===== config.mk =====
export PLATFORM = sky130hd
export DESIGN_NAME = prco_encoder
export DESIGN_NICKNAME = d
export VERILOG_FILES = /design/src/rtl/prco_encoder.sv
export SDC_FILE = /design/constraint.sdc
export NUM_CORES = 1
export LEC_CHECK = 0
export CAP_MARGIN = 20
export CORE_ASPECT_RATIO = 1.4
export CORE_MARGIN = 4
export CORE_UTILIZATION = 23
export CTS_CLUSTER_DIAMETER = 80
export DETAILED_ROUTE_END_ITERATION = 7
export PLACE_DENSITY = 0.39
export SETUP_SLACK_MARGIN = 0.3
export SLEW_MARGIN = 10
export SYNTH_ARGS = -nofsm -noshare
export SYNTH_HDL_FRONTEND = slang
export SYNTH_SLANG_ARGS = --single-unit

===== constraint.sdc =====
create_clock -name i_clk -period 6.2 [get_ports i_clk]
set_input_delay 1.86 -clock i_clk [delete_from_list [all_inputs] [get_ports i_clk]]
set_output_delay 1.86 -clock i_clk [all_outputs]
set_load 0.01 [all_outputs]

===== src/rtl/prco_encoder.sv =====
// PRCO instruction emitter: packs field-level requests into 16-bit words, queues
// them in a small FIFO and writes them sequentially into program memory.
module prco_encoder #(
  parameter int DEPTH  = 4,
  parameter int ADDR_W = 8
) (
  input  logic              i_clk,
  input  logic              i_reset,
  input  logic              i_start,
  input  logic              i_stop,
  input  logic [ADDR_W-1:0] i_base,
  input  logic              i_valid,
  output logic              q_ready,
  input  logic [1:0]        i_fmt,
  input  logic [4:0]        i_op,
  input  logic [2:0]        i_rd,
  input  logic [2:0]        i_ra,
  input  logic [7:0]        i_imm,
  output logic              q_mem_we,
  output logic [ADDR_W-1:0] q_mem_addr,
  output logic [15:0]       q_mem_data,
  input  logic              i_mem_busy,
  output logic [ADDR_W:0]   q_count,
  output logic              q_full,
  output logic [1:0]        q_err,
  output logic              q_done,
  output logic [1:0]        q_state
);

  // Handshake: a request transfers on a posedge where i_valid & q_ready are both
  // high; the requester holds its fields stable until then. A memory write
  // completes on a posedge where q_mem_we & !i_mem_busy.

  typedef enum logic [1:0] {
    ST_IDLE  = 2'd0,
    ST_RUN   = 2'd1,
    ST_FLUSH = 2'd2,
    ST_DONE  = 2'd3
  } state_t;

  localparam int PTR_W = $clog2(DEPTH);
  localparam logic [PTR_W:0]    PTR_ONE  = 1;
  localparam logic [ADDR_W-1:0] ADDR_ONE = 1;
  localparam logic [ADDR_W:0]   CNT_ONE  = 1;

  localparam logic [1:0] ERR_NONE    = 2'd0;
  localparam logic [1:0] ERR_FMT     = 2'd1;
  localparam logic [1:0] ERR_RANGE   = 2'd2;
  localparam logic [1:0] ERR_OVERRUN = 2'd3;

  state_t state, state_next;

  logic [15:0]    fifo_mem [DEPTH];
  logic [PTR_W:0] wr_ptr;
  logic [PTR_W:0] rd_ptr;
  logic           fifo_empty;
  logic           fifo_full;

  logic [15:0] packed_word;
  logic [1:0]  req_err;
  logic        accept;
  logic        enq;
  logic        wr_done;
  logic        discard;
  logic        deq;
  logic        drain_phase;

  assign fifo_empty = (wr_ptr == rd_ptr);
  assign fifo_full  = (wr_ptr[PTR_W] != rd_ptr[PTR_W]) &&
                      (wr_ptr[PTR_W-1:0] == rd_ptr[PTR_W-1:0]);

  // Field packing and legality; an errored request is accepted but never queued.
  always_comb begin
    packed_word = 16'h0000;
    req_err     = ERR_NONE;
    case (i_fmt)
      2'd0: packed_word = {i_op, i_rd, i_ra, 5'b00000};
      2'd1: packed_word = {i_op, i_rd, i_imm};
      2'd2: begin
        packed_word = {i_op, i_rd, i_ra, i_imm[4:0]};
        if (!((i_imm[7:4] == 4'h0) || (i_imm[7:4] == 4'hF))) begin
          req_err = ERR_RANGE;
        end
      end
      default: req_err = ERR_FMT;
    endcase
  end

  assign accept  = i_valid & q_ready;
  assign enq     = accept & (req_err == ERR_NONE);
  assign wr_done = q_mem_we & ~i_mem_busy;
  assign discard = q_full & ~fifo_empty;
  assign deq     = wr_done | discard;

  always_ff @(posedge i_clk) begin
    if (i_reset) begin
      state <= ST_IDLE;
    end else begin
      state <= state_next;
    end
  end

  always_comb begin
    state_next = state;
    if (i_start) begin
      state_next = ST_RUN;
    end else begin
      case (state)
        ST_RUN:   if (i_stop) state_next = ST_FLUSH;
        ST_FLUSH: if (fifo_empty) state_next = ST_DONE;
        default:  state_next = state;
      endcase
    end
  end

  always_comb begin
    drain_phase = (state == ST_RUN) || (state == ST_FLUSH);
    q_ready     = (state == ST_RUN) & ~fifo_full & ~q_full;
    q_done      = (state == ST_DONE);
    q_mem_we    = ~fifo_empty & drain_phase & ~q_full;
  end

  assign q_state    = state;
  assign q_mem_data = q_mem_we ? fifo_mem[rd_ptr[PTR_W-1:0]] : 16'h0000;

  // Start wins over everything else in the same cycle, including a completing write.
  always_ff @(posedge i_clk) begin
    if (i_reset) begin
      wr_ptr     <= '0;
      rd_ptr     <= '0;
      q_mem_addr <= '0;
      q_count    <= '0;
      q_full     <= 1'b0;
      q_err      <= ERR_NONE;
    end else if (i_start) begin
      wr_ptr     <= '0;
      rd_ptr     <= '0;
      q_mem_addr <= i_base;
      q_count    <= '0;
      q_full     <= 1'b0;
      q_err      <= ERR_NONE;
    end else begin
      if (enq) begin
        wr_ptr <= wr_ptr + PTR_ONE;
      end
      if (deq) begin
        rd_ptr <= rd_ptr + PTR_ONE;
      end
      if (wr_done) begin
        q_count <= q_count + CNT_ONE;
        if (&q_mem_addr) begin
          q_full <= 1'b1;
        end else begin
          q_mem_addr <= q_mem_addr + ADDR_ONE;
        end
      end
      if (q_err == ERR_NONE) begin
        if (accept && (req_err != ERR_NONE)) begin
          q_err <= req_err;
        end else if (discard) begin
          q_err <= ERR_OVERRUN;
        end
      end
    end
  end

  always_ff @(posedge i_clk) begin
    if (enq) begin
      fifo_mem[wr_ptr[PTR_W-1:0]] <= packed_word;
    end
  end

endmodule

# [Word level (Yosys, flattened, before mapping)]
# Memories as Yosys holds them, arrays and structs flattened. A register that Yosys moved wholly into a read port is not among the register bits.
# Cells that the tools add are included.
[totals] romBits=0 memories=1 inputBits=35 elab_cells=78 latch_bits=0 reg_bits=28 ramBits=64 out_inout_bits=41
[classes] addsub=4 magnitude_cmp=0 mul=0 n_eq_ne=14 mux=17 shift=0 div_mod_pow=0 bitwise=13 n_reduce_logical=21
[memory_table] memory="fifo_mem" depth=4 width=16 rd=1 rd_ports_with_merged_regs=1 write_ports=1 line="53" source="logic [15:0] fifo_mem [DEPTH];"
[ops] op="case mux 16 bit (3 select lines)" n=1
[ops] op="2-to-1 mux 8 bit" n=3
[ops] op="2-to-1 mux 16 bit" n=1
[ops] op="2-to-1 mux 2 bit" n=7
[ops] op="adder 9 x 1 -> 9 bit (second input constant)" n=1
[ops] op="AND reduction 9 bit" n=1
[ops] op="adder 8 x 1 -> 8 bit (second input constant)" n=1
[ops] op="AND 1 bit" n=8
[ops] op="case mux 2 bit (2 select lines)" n=2
[ops] op="AND reduction 8 bit" n=1
[ops] op="nonzero test 2 bit" n=4
[ops] op="adder 3 x 1 -> 3 bit (second input constant)" n=2
[ops] op="equality test 2 bit (second input constant)" n=3
[ops] op="logical NOT 2 bit" n=3
[ops] op="!= test 2 bit (second input constant)" n=3
[ops] op="!= test 3 bit (second input constant)" n=2
[ops] op="AND reduction 3 bit" n=2
[ops] op="equality test 2 x 1 -> 1 bit (second input constant)" n=2
[ops] op="equality test 4 bit (second input constant)" n=1
[ops] op="logical NOT 4 bit" n=1
[ops] op="NOT 1 bit" n=4
[ops] op="AND reduction 2 bit" n=2
[ops] op="OR reduction 2 bit" n=2
[ops] op="equality test 3 bit" n=1
[ops] op="other kinds (7)" n=11

# [Logic depth before layout (Yosys ltp)]
# Gate-level depths: netlist of run 1.
[logic_depth] word_depth=9 mapped_depth=7 mapped_depth_nobuf=6

# [Worst setup path before layout of run 1]
# Ideal clock, no wire load.
[synth_timing] path_type="in2reg" startpoint="input i_imm[4]" endpoint="memory fifo_mem[3][0], enable pin" t_required_ns=5.781 path_buffers=0 t_arrival_ns=4.020 setup_time_ns=0.419 slack_ns=1.760 cell_stages=3 cell_sequence="or4_1 a21o_1 a211oi_1"
[synth_via] elab_chain_cells=8 word_cells_on_any_way=9 cone_classes="eq/ne: 1; mux: 4; bitwise: 1; reduce/logical: 3"
[synth_rtl] item="from (decl)" line="18" source="input logic [7:0] i_imm,"
[synth_rtl] item="equality test 4 bit / logical NOT 4 bit (equally long branches)" line="81" source="if (!((i_imm[7:4] == 4'h0) || (i_imm[7:4] == 4'hF))) begin"
[synth_rtl] item="logical OR 1 bit (*)" line="81"
[synth_rtl] item="2-to-1 mux 2 bit (*)" line="81"
[synth_rtl] item="case mux 2 bit (2 select lines) (*)" line="76" source="case (i_fmt)"
[synth_rtl] item="logical NOT 2 bit (*)" line="90" source="assign enq = accept & (req_err == ERR_NONE);"
[synth_rtl] item="AND 1 bit (*)" line="90"
[synth_rtl] item="2-to-1 mux 1 bit (*)" line="168" source="if (enq) begin"
[synth_rtl] item="2-to-1 mux 1 bit (implied by the code) (*)" line="169" source="fifo_mem[wr_ptr[PTR_W-1:0]] <= packed_word;"
[synth_rtl] item="to (decl)" line="53"
# Every way passes the cells marked *; elsewhere a longest branch is shown, timed or not.

# [Worst setup path in the final report of run 1]
[layout_timing] startpoint="register state[0], in the netlist q_state[0]" endpoint="output q_mem_data[10]"
[layout_via] elab_chain_cells=5 word_cells_on_any_way=6 cone_classes="eq/ne: 2; mux: 1; bitwise: 2; reduce/logical: 1"
[layout_rtl] item="from (decl)" line="51" source="state_t state, state_next;"
[layout_rtl] item="from (signal assigned)" line="99" source="state <= state_next;"
[layout_rtl] item="equality test 2 x 1 -> 1 bit / equality test 2 bit (equally long branches)" line="117" source="drain_phase = (state == ST_RUN) || (state == ST_FLUSH);"
[layout_rtl] item="logical OR 1 bit (*)" line="117"
[layout_rtl] item="AND 1 bit (*) (2 in series)" line="120" source="q_mem_we = ~fifo_empty & drain_phase & ~q_full;"
[layout_rtl] item="2-to-1 mux 16 bit (*)" line="124" source="assign q_mem_data = q_mem_we ? fifo_mem[rd_ptr[PTR_W-1:0]] : 16'h0000;"
[layout_rtl] item="to (decl)" line="21" source="output logic [15:0] q_mem_data,"
# Marked as above.

==> results.json, run 1 <==
{
  "powerDensity_nw_per_um2": 241,
  "power.internal_w": 0.00105,
  "cts_resized": 0,
  "syn_to_final_growth_pct": 31.0,
  "cp_slowest_cell": "clkdlybuf4s50_1",
  "finalHoldViolCount": 0,
  "ios": 76,
  "ys_ff_latch": 94,
  "async_reset_ff_share_pct": 0,
  "synth_area_leaders": "edfxtp_1 45%, dfxtp_1 14%, mux4_2 8.4%",
  "p_leak_nw": 1.88,
  "netlist_area_sq_um": 4300,
  "swShare_pct": 22.6,
  "status": "finished, final reports clean",
  "place_inst": 637,
  "max_stage_delay_ns": 0.54,
  "layoutNonFillerInstCount": 653,
  "antenna_cells": 0,
  "post-route-min-period_ns": 4.30,
  "path_clk_slew_ns": 0.07,
  "ir_worst_vdd_uv": 123,
  "antenna_found_initial": 0,
  "place_congestion": 0.751,
  "setup_viol": 0,
  "clkPwrFrac_pct": 42.4,
  "worstPathCellList": "inv_1 > ha_1 > nor2_1 > o31ai_2 > buf_4 > and2b_1 > clkdlybuf4s50_1",
  "synth-edff-count": 64,
  "dieArea_sq_um": 21000,
  "seq_area_frac_synth_pct": 58.7,
  "cts_buffer_depth": 2,
  "tns_ns": 0,
  "hold_class": "register to register",
  "skew_ns": 0.00671,
  "overflow": 0,
  "hold_slack_ns": 0.489,
  "cp_max_fo": 19,
  "yosys.area.top_type": "edfxtp_1",
  "combPwrFrac_pct": 6.9,
  "track_usage_pct": 10.6,
  "die_y_microns": 170,
  "finalNetCount": 453,
  "cts_hold_buf": 0,
  "synthDistinctLibCells": 50,
  "tightestPinTransition_ns": 0.850,
  "report.final.slew_viol_count": 0,
  "grt_setup_unrepaired": "no",
  "hpwl_mm": 7.62,
  "cts_buffers": 9,
  "fp-row-count": 58,
  "arrival_ns": 2.44,
  "total_power_w": 0.00136,
  "ys_top_cells_by_count": "64 x edfxtp_1, 30 x dfxtp_1, 23 x nand2_1",
  "cap_violations": 0,
  "start_util_pct": 23.7,
  "routedWlPerCell_microns": 16.1,
  "drt-total-wl_mm": 10.5,
  "startpoint_type": "register",
  "syn_inst": 334,
  "slew_headroom_pct": 42.4,
  "drc_errors": 0,
  "yosys_most_used_dff": "edfxtp_1",
  "synth_most_common_cell": "edfxtp_1",
  "portBuffers": 75,
  "ant_nets": 0,
  "dr.first_iter.drc_count": 133,
  "cpLargestDelayFamily": "buffers and inverters",
  "path_class": "register to output pin",
  "clock_tree.root_cell": "clkbuf_16",
  "power_frac_seq_pct": 50.7,
  "drt-pass1-iter-count": 4,
  "grt_max_degree": 20,
  "postSynthAreaPerCell_sq_um": 12.9,
  "worstPathRequired_ns": 4.34,
  "grt_pass1_wl_mm": 16.7,
  "cts_tree": "built",
  "yosysTopAreaCellShare_pct": 44.7,
  "critPathBufInv": 3,
  "end_kind": "output pin",
  "core_sq_um": 18100,
  "h-tree-depth": 3,
  "min_period_over_period_pct": 69.4,
  "p_sw_w": 0.000306,
  "vias_per_cell": 4.40,
  "grt_pass1_vias": 3097,
  "fmax_mhz": 233,
  "drive_gt1_share_pct": 10.7,
  "cts_setup_buffers": 0,
  "vias": 2870,
  "clkSinkCount": 94,
  "clk_latency_ns": 0.35,
  "yosysWarnings": 0,
  "syn_nets": 379,
  "die-width_microns": 123
}
## power groups by stage
stage | Sequential [W] | Clock [W] | Combinational (W)
after floorplan | 0.000701 | 0 | 0.0000423
after detailed placement | 0.000701 | 0 | 0.0000956
after global placement | 0.000701 | 0 | 0.0000953
final | 0.000687 | 0.000575 | 0.0000936
after CTS | 0.000687 | 0.000592 | 0.0000962
after global routing | 0.000688 | 0.000623 | 0.000104
## registers in the layout (all words and copies together), names as in the netlist, named ones only
register / flops
q_err: 2
q_mem_addr: 8
wr_ptr: 3
fifo_mem: 64
q_count: 9
q_full: 1
q_state: 2
rd_ptr: 3
## metal layers
layer	part of all wire, %	global-route usage, %	vias up
met5	0	0	-
met4	1.7	4.19	0
met3	5.5	3.13	12
li1	-	-	1416
met2	54	19.4	73
met1	39	11.3	1369
## final timing paths
path / end / slack [ns] / cells after the start / startpoint
hold reg to reg: q_err[1]$_SDFFE_PP0P_ / 0.49 / 2 / q_err[1]$_SDFFE_PP0P_
setup / recovery: q_mem_data[10] / 1.90 / 7 / q_state[0]$_SDFFE_PP0P_
hold / removal: q_err[1]$_SDFFE_PP0P_ / 0.49 / 2 / q_err[1]$_SDFFE_PP0P_
setup reg to reg: fifo_mem[1][11]$_DFFE_PP_ / 3.51 / 4 / wr_ptr[0]$_SDFFE_PP0N_
## cells in the final DEF, fill, tap and decap left out, types with 5 or more instances in the layout
cell / n
a21oi_1: 12
a311oi_1: 8
and2_1: 16
and2b_1: 9
and3_1: 5
clkbuf_16: 9
clkdlybuf4s50_1: 75
dfxtp_1: 30
edfxtp_1: 64
ha_1: 10
inv_1: 14
mux2i_1: 5
mux4_2: 16
nand2_1: 23
nand3_1: 6
nand4_1: 5
nor2_1: 19
nor2b_1: 9
o21ai_0: 10
or3_1: 8
xor2_1: 5
## cell families (layout without fill, tap and decap cells)
group | after synthesis | in the layout | share of synthesized area [%]
compound gates | 56 | 56 | 9.18
xor+xnor | 10 | 10 | 2.21
flops | 94 | 94 | 58.7
simple gates | 114 | 114 | 14.6
mux | 21 | 21 | 9.55
buf+inv | 29 | 108 | 2.80
fa+ha+maj | 10 | 10 | 2.91
## per-stage QoR
stage	instance area, sq um	setup WS [ns]	utilization [%]
global route	5630	1.70	31.0
global placement	5310	1.45	29.3
CTS	5630	1.83	31.0
floorplan	4300	1.76	-
detailed placement	5310	1.46	29.3
finish	5630	1.90	31.0
## tightest hold or removal path: cells and delay by family (launching register included)
| kind | cells | cell delay (ns) |
|---|---|---|
| AOI/OAI and AO/OA | 1 | 0.05 |
| DFF | 1 | 0.33 |
| and+or+nand+nor | 1 | 0.06 |
## area by class of cell
| cell class | instances | area (sq um) |
|---|---|---|
| Fill cell | 1880 | 12500 |
| Sequential cell | 94 | 2520 |
| Multi-Input combinational cell | 211 | 1660 |
| Timing Repair Buffer | 78 | 773 |
| Tap cell | 240 | 300 |
| Clock buffer | 9 | 225 |
| Clock inverter | 7 | 90.1 |
| Inverter | 14 | 52.6 |
(Power assumes the default switching activity.)
==> run 2, diff against run 1 <==
==> constraint.sdc (replaced) <==
create_clock -name i_clk -period 4.5 [get_ports i_clk]
set_input_delay 1.35 -clock i_clk [delete_from_list [all_inputs] [get_ports i_clk]]
set_output_delay 1.35 -clock i_clk [all_outputs]
set_load 0.01 [all_outputs]
==> run 2 against run 1 <==
Compared with the run above:
- clock-buffer cell count did not move
- sequential power increased by 38%
- utilization is 0.10 points higher
- flip-flop and latch count unchanged
- die area is the same
- clock skew hardly changed
- worst setup slack lost 1.2 ns
- sequential share of layout area fell by 0.15 points
- critical endpoint is now q_mem_data[5]
- highest routed layer unchanged
==> results.json, run 2 (synthesis gave the netlist of run 1 again) <==
{
  "tightestPinTransition_ns": 0.887,
  "die-width_microns": 123,
  "max_stage_delay_ns": 0.54,
  "vias": 2925,
  "p_leak_nw": 1.90,
  "r2r_slack_ns": 2.17,
  "met3_usage_pct": 3.03,
  "cts_resized": 0,
  "startpoint_type": "register",
  "cts_buffers": 9,
  "powerDensity_nw_per_um2": 328,
  "cts_hold_buf": 0,
  "top_usage_layer": "met2",
  "post-route-min-period_ns": 3.80,
  "clock_tree.root_cell": "clkbuf_16",
  "finalNetCount": 457,
  "ir_worst_vdd_uv": 125,
  "portBuffers": 75,
  "routedWlPerCell_microns": 16.2,
  "die_y_microns": 170,
  "setup_viol": 0,
  "r2r_cells": 5,
  "dieArea_sq_um": 21000,
  "swShare_pct": 22.2,
  "grt_max_degree": 20,
  "cp_max_fo": 19,
  "worst_slack_ns": 0.700,
  "pre_cts_ws_ns": 0.644,
  "min_path_cells": 1,
  "met1_usage_pct": 11.7,
  "mostFrequentLayoutCell": "clkdlybuf4s50_1",
  "syn_to_final_growth_pct": 31.4,
  "power_frac_seq_pct": 51.0,
  "ant_nets": 0,
  "tns_ns": 0,
  "drt-total-wl_mm": 10.7,
  "min_to": "q_err[0]$_SDFFE_PP0P_",
  "drc_errors": 0,
  "drt-pass1-iter-count": 4,
  "overflow": 0,
  "regToRegStartpoint": "wr_ptr[0]$_SDFFE_PP0N_",
  "core_sq_um": 18100,
  "worstPathCellList": "inv_1 > ha_1 > nor2_1 > o31ai_2 > buf_4 > and2b_1 > clkdlybuf4s50_1",
  "grt_setup_unrepaired": "no",
  "dr.first_iter.drc_count": 139,
  "cts_tree": "built",
  "cts_buffer_depth": 2,
  "place_congestion": 0.779,
  "largest_register_ff_count": 64,
  "antenna_cells": 0,
  "vias_per_cell": 4.45,
  "track_usage_pct": 10.5,
  "cts_setup_buffers": 0,
  "critPathBufInv": 3,
  "slew_headroom_pct": 40.8,
  "rr_endpoint": "fifo_mem[1][1]$_DFFE_PP_",
  "cpLargestDelayFamily": "buffers and inverters",
  "worstPathRequired_ns": 3.15,
  "fmax_mhz": 263,
  "cp_slowest_cell": "clkdlybuf4s50_1",
  "arrival_ns": 2.45,
  "final_cell_mix": "75 x clkdlybuf4s50_1, 64 x edfxtp_1, 30 x dfxtp_1",
  "grt_pass1_vias": 3112,
  "cap_violations": 0,
  "status": "finished, final reports clean",
  "h-tree-depth": 3,
  "path_class": "register to output pin",
  "power.internal_w": 0.00144,
  "hpwl_mm": 7.73,
  "clk_latency_ns": 0.34,
  "fp-row-count": 58,
  "ios": 76,
  "gr-usage-met2_pct": 19.3,
  "finalHoldViolCount": 0,
  "crit_cells": 7,
  "clkPwrFrac_pct": 41.9,
  "hp-start": "q_err[1]$_SDFFE_PP0P_",
  "clkSinkCount": 94,
  "drive_gt1_share_pct": 11.3,
  "path_clk_slew_ns": 0.07,
  "combPwrFrac_pct": 7.0,
  "report.final.slew_viol_count": 0,
  "hold_class": "register to register",
  "start_util_pct": 23.7,
  "min_period_over_period_pct": 84.4,
  "end_kind": "output pin",
  "p_sw_w": 0.000411,
  "antenna_found_initial": 0,
  "critical_path.startpoint": "q_state[0]$_SDFFE_PP0P_",
  "grt_pass1_wl_mm": 16.8,
  "skew_ns": 0.00705
}
run 2: changes by cell type in the layout (fill, tap and decap cells not counted):
cell and change:
clkinvlp_4 +1, buf_4 +4, clkinv_4 -2, clkinv_8 -1, inv_8 +1, clkinv_1 +1
run 2: worst max path at each step:
stage / end / slack [ns]
finish: q_mem_data[5] / 0.70
global route: q_mem_data[0] / 0.53
CTS: q_mem_data[3] / 0.66
detailed placement: fifo_mem[1][2]$_DFFE_PP_ / 0.64
global placement: fifo_mem[1][15]$_DFFE_PP_ / 0.67
floorplan: fifo_mem[3][0]$_DFFE_PP_ / 0.57
run 2: routing by layer:
layer	vias to the layer above	part of all wire (%)
met1	1427	40
met5	-	0
met4	0	0.84
met3	8	5.0
met2	67	54
li1	1423	-
run 2: layout make-up:
cell class / instances / area, sq um
Clock buffer: 9 / 225
Clock inverter: 7 / 78.8
Fill cell: 1902 / 12500
Inverter: 14 / 52.6
Multi-Input combinational cell: 211 / 1660
Sequential cell: 94 / 2520
Tap cell: 240 / 300
Timing Repair Buffer: 82 / 803
run 2: power groups by stage:
stage	clock network, W	logic (W)	registers (W)
after global routing	0.000845	0.000143	0.000948
after detailed placement	0	0.000133	0.000966
final	0.000777	0.000130	0.000946
after global placement	0	0.000132	0.000966
after CTS	0.000806	0.000134	0.000946
after floorplan	0	0.0000583	0.000966
run 2: metrics by stage:
stage          cell area [sq um]  hold WS [ns]  utilization [%]  power (W)  std cells
6_report                    5650         0.480             31.1    0.00185        657
5_1_grt                     5650         0.522             31.1    0.00194        657
4_1_cts                     5650         0.491             31.1    0.00189        657
3_5_place_dp                5340         0.477             29.4    0.00110        641
3_3_place_gp                5340         0.465             29.4    0.00110        641
2_1_floorplan               4300         0.488                -    0.00102        334
==> run 3, diff against run 2 <==
==> constraint.sdc (replaced) <==
create_clock -name i_clk -period 3.59 [get_ports i_clk]
set_input_delay 1.077 -clock i_clk [delete_from_list [all_inputs] [get_ports i_clk]]
set_output_delay 1.077 -clock i_clk [all_outputs]
set_load 0.01 [all_outputs]
==> run 3 against run 2 <==
Compared with the run above:
- critical path depth did not move
- clock-buffer cell count did not move
- cell area rose by 2.7%
- largest cell class unchanged
- hold slack improved by 0.0071 ns
- die area stayed put
- register-to-register slack worse by 0.66 ns
- via count grew 0.62%
- clock power up 17%
- critical endpoint is now q_mem_we
- highest routed layer unchanged
- non-clock buffer count is 7 higher
- sequential share of layout area shrank 1.0 points
==> results.json, run 3 (synthesis gave the netlist of run 1 again) <==
{
  "cts_resized": 11,
  "mostFrequentLayoutCell": "edfxtp_1",
  "startpoint_type": "register",
  "ant_nets": 0,
  "cts_buffers": 9,
  "vias": 2943,
  "dieArea_sq_um": 21000,
  "rr_endpoint": "q_mem_addr[3]$_SDFFE_PP0P_",
  "place_congestion": 0.775,
  "post-route-min-period_ns": 3.10,
  "finalHoldViolCount": 0,
  "h-tree-depth": 3,
  "regToRegStartpoint": "q_state[0]$_SDFFE_PP0P_",
  "track_usage_pct": 10.4,
  "cts_tree": "built",
  "end_kind": "output pin",
  "p_leak_nw": 2.19,
  "clock_tree.root_cell": "clkbuf_16",
  "syn_to_final_growth_pct": 35.0,
  "report.final.slew_viol_count": 0,
  "cts_buffer_depth": 2,
  "status": "finished, final reports clean",
  "arrival_ns": 2.02,
  "cp_max_fo": 19,
  "grt_max_degree": 20,
  "cts_hold_buf": 0,
  "place_area_sq_um": 5440,
  "die_y_microns": 170,
  "tns_ns": 0,
  "grt_pass1_vias": 3164,
  "r2r_slack_ns": 1.51,
  "dr.first_iter.drc_count": 131,
  "overflow": 0,
  "cts_setup_buffers": 0,
  "fin_area_sq_um": 5800,
  "r2r_cells": 6,
  "drt-total-wl_mm": 10.6,
  "tightestPinTransition_ns": 0.821,
  "largest_register_ff_count": 64,
  "powerDensity_nw_per_um2": 391,
  "drive_gt1_share_pct": 14.7,
  "final_cell_mix": "64 x edfxtp_1, 59 x clkdlybuf4s50_1, 26 x dfxtp_1",
  "ir_worst_vdd_uv": 177,
  "min_to": "q_err[1]$_SDFFE_PP0P_",
  "grt_setup_unrepaired": "no",
  "drc_errors": 0,
  "antenna_cells": 0,
  "antenna_found_initial": 0,
  "min_period_over_period_pct": 86.4,
  "ios": 76,
  "path_class": "register to output pin",
  "hpwl_mm": 7.61,
  "drt-pass1-iter-count": 4,
  "portBuffers": 75,
  "hp-start": "q_err[1]$_SDFFE_PP0P_",
  "slew_headroom_pct": 44.4,
  "grt_pass1_wl_mm": 16.7,
  "cap_violations": 0,
  "core_sq_um": 18100,
  "routedWlPerCell_microns": 16.0,
  "worstPathRequired_ns": 2.51,
  "fp-row-count": 58,
  "vias_per_cell": 4.44,
  "setup_viol": 0,
  "min_path_cells": 2,
  "finalNetCount": 464,
  "start_util_pct": 23.7,
  "skew_ns": 0.0108,
  "clkSinkCount": 94,
  "die-width_microns": 123,
  "path_clk_slew_ns": 0.07,
  "fmax_mhz": 323,
  "clk_latency_ns": 0.34,
  "hold_class": "register to register"
}
run 3: changes by cell type in the layout (fill, tap and decap cells not counted), moves of 2 or more:
cell,before,now
dlymetal6s2s_1,0,13
xor2_2,1,3
xor2_1,5,3
dlygate4sd2_1,0,3
buf_6,0,2
clkdlybuf4s50_1,75,59
dfxtp_2,0,3
buf_12,0,4
dfxtp_1,30,26
run 3: layer usage:
layer	wire (microns)	vias up	part of all wire (%)	GRT usage, %
li1	-	1431	-	-
met1	4200	1433	40	11.3
met2	5840	69	55	19.7
met3	426	10	4.0	2.33
met4	126	0	1.2	3.13
met5	0	-	0	0
run 3: how the worst max path moves through the flow:
stage | end | slack, ns | startpoint | cells past startpoint
floorplan | fifo_mem[3][0]$_DFFE_PP_ | 0.52 | i_imm[4] | 3
global placement | fifo_mem[0][12]$_DFFE_PP_ | 0.28 | i_imm[4] | 6
detailed placement | fifo_mem[1][0]$_DFFE_PP_ | 0.25 | i_imm[4] | 6
CTS | q_mem_data[9] | 0.31 | q_state[0]$_SDFFE_PP0P_ | 7
global route | q_ready | 0.35 | rd_ptr[0]$_SDFFE_PP0N_ | 4
finish | q_mem_we | 0.49 | q_state[0]$_SDFFE_PP0P_ | 7
run 3: critical path, cell delays in order (launching register included):
cell and delay [ns]:
dfxtp_4 0.37, inv_1 0.08, ha_4 0.26, nor2_2 0.12
o31ai_2 0.09, buf_6 0.18, inv_1 0.06, clkdlybuf4s50_1 0.52
run 3: power by group:
group,total [W],switching [W],leakage [nW],internal (W)
sequential,0.00119,0.0000131,0.829,0.00117
combinational,0.000171,0.0000799,1.23,0.0000907
clock,0.000909,0.000429,0.135,0.000480
total,0.00227,0.000522,2.19,0.00174
run 3: metrics by stage:
stage | hold slack (ns) | total power (W) | util, % | setup slack (ns) | instances
2_1_floorplan | 0.488 | 0.00128 | - | 0.523 | 334
6_report | 0.487 | 0.00227 | 32.0 | 0.489 | 663
5_1_grt | 0.492 | 0.00237 | 32.0 | 0.348 | 663
3_3_place_gp | 0.472 | 0.00138 | 30.0 | 0.281 | 648
4_1_cts | 0.489 | 0.00230 | 31.7 | 0.307 | 663
3_5_place_dp | 0.479 | 0.00138 | 30.0 | 0.253 | 648
run 3: final cells by class:
type / instances / area, sq um
Multi-Input combinational cell: 211 / 1690
Fill cell: 1840 / 12300
Sequential cell: 94 / 2530
Tap cell: 240 / 300
Clock inverter: 6 / 53.8
Clock buffer: 9 / 225
Timing Repair Buffer: 89 / 942
Inverter: 14 / 52.6
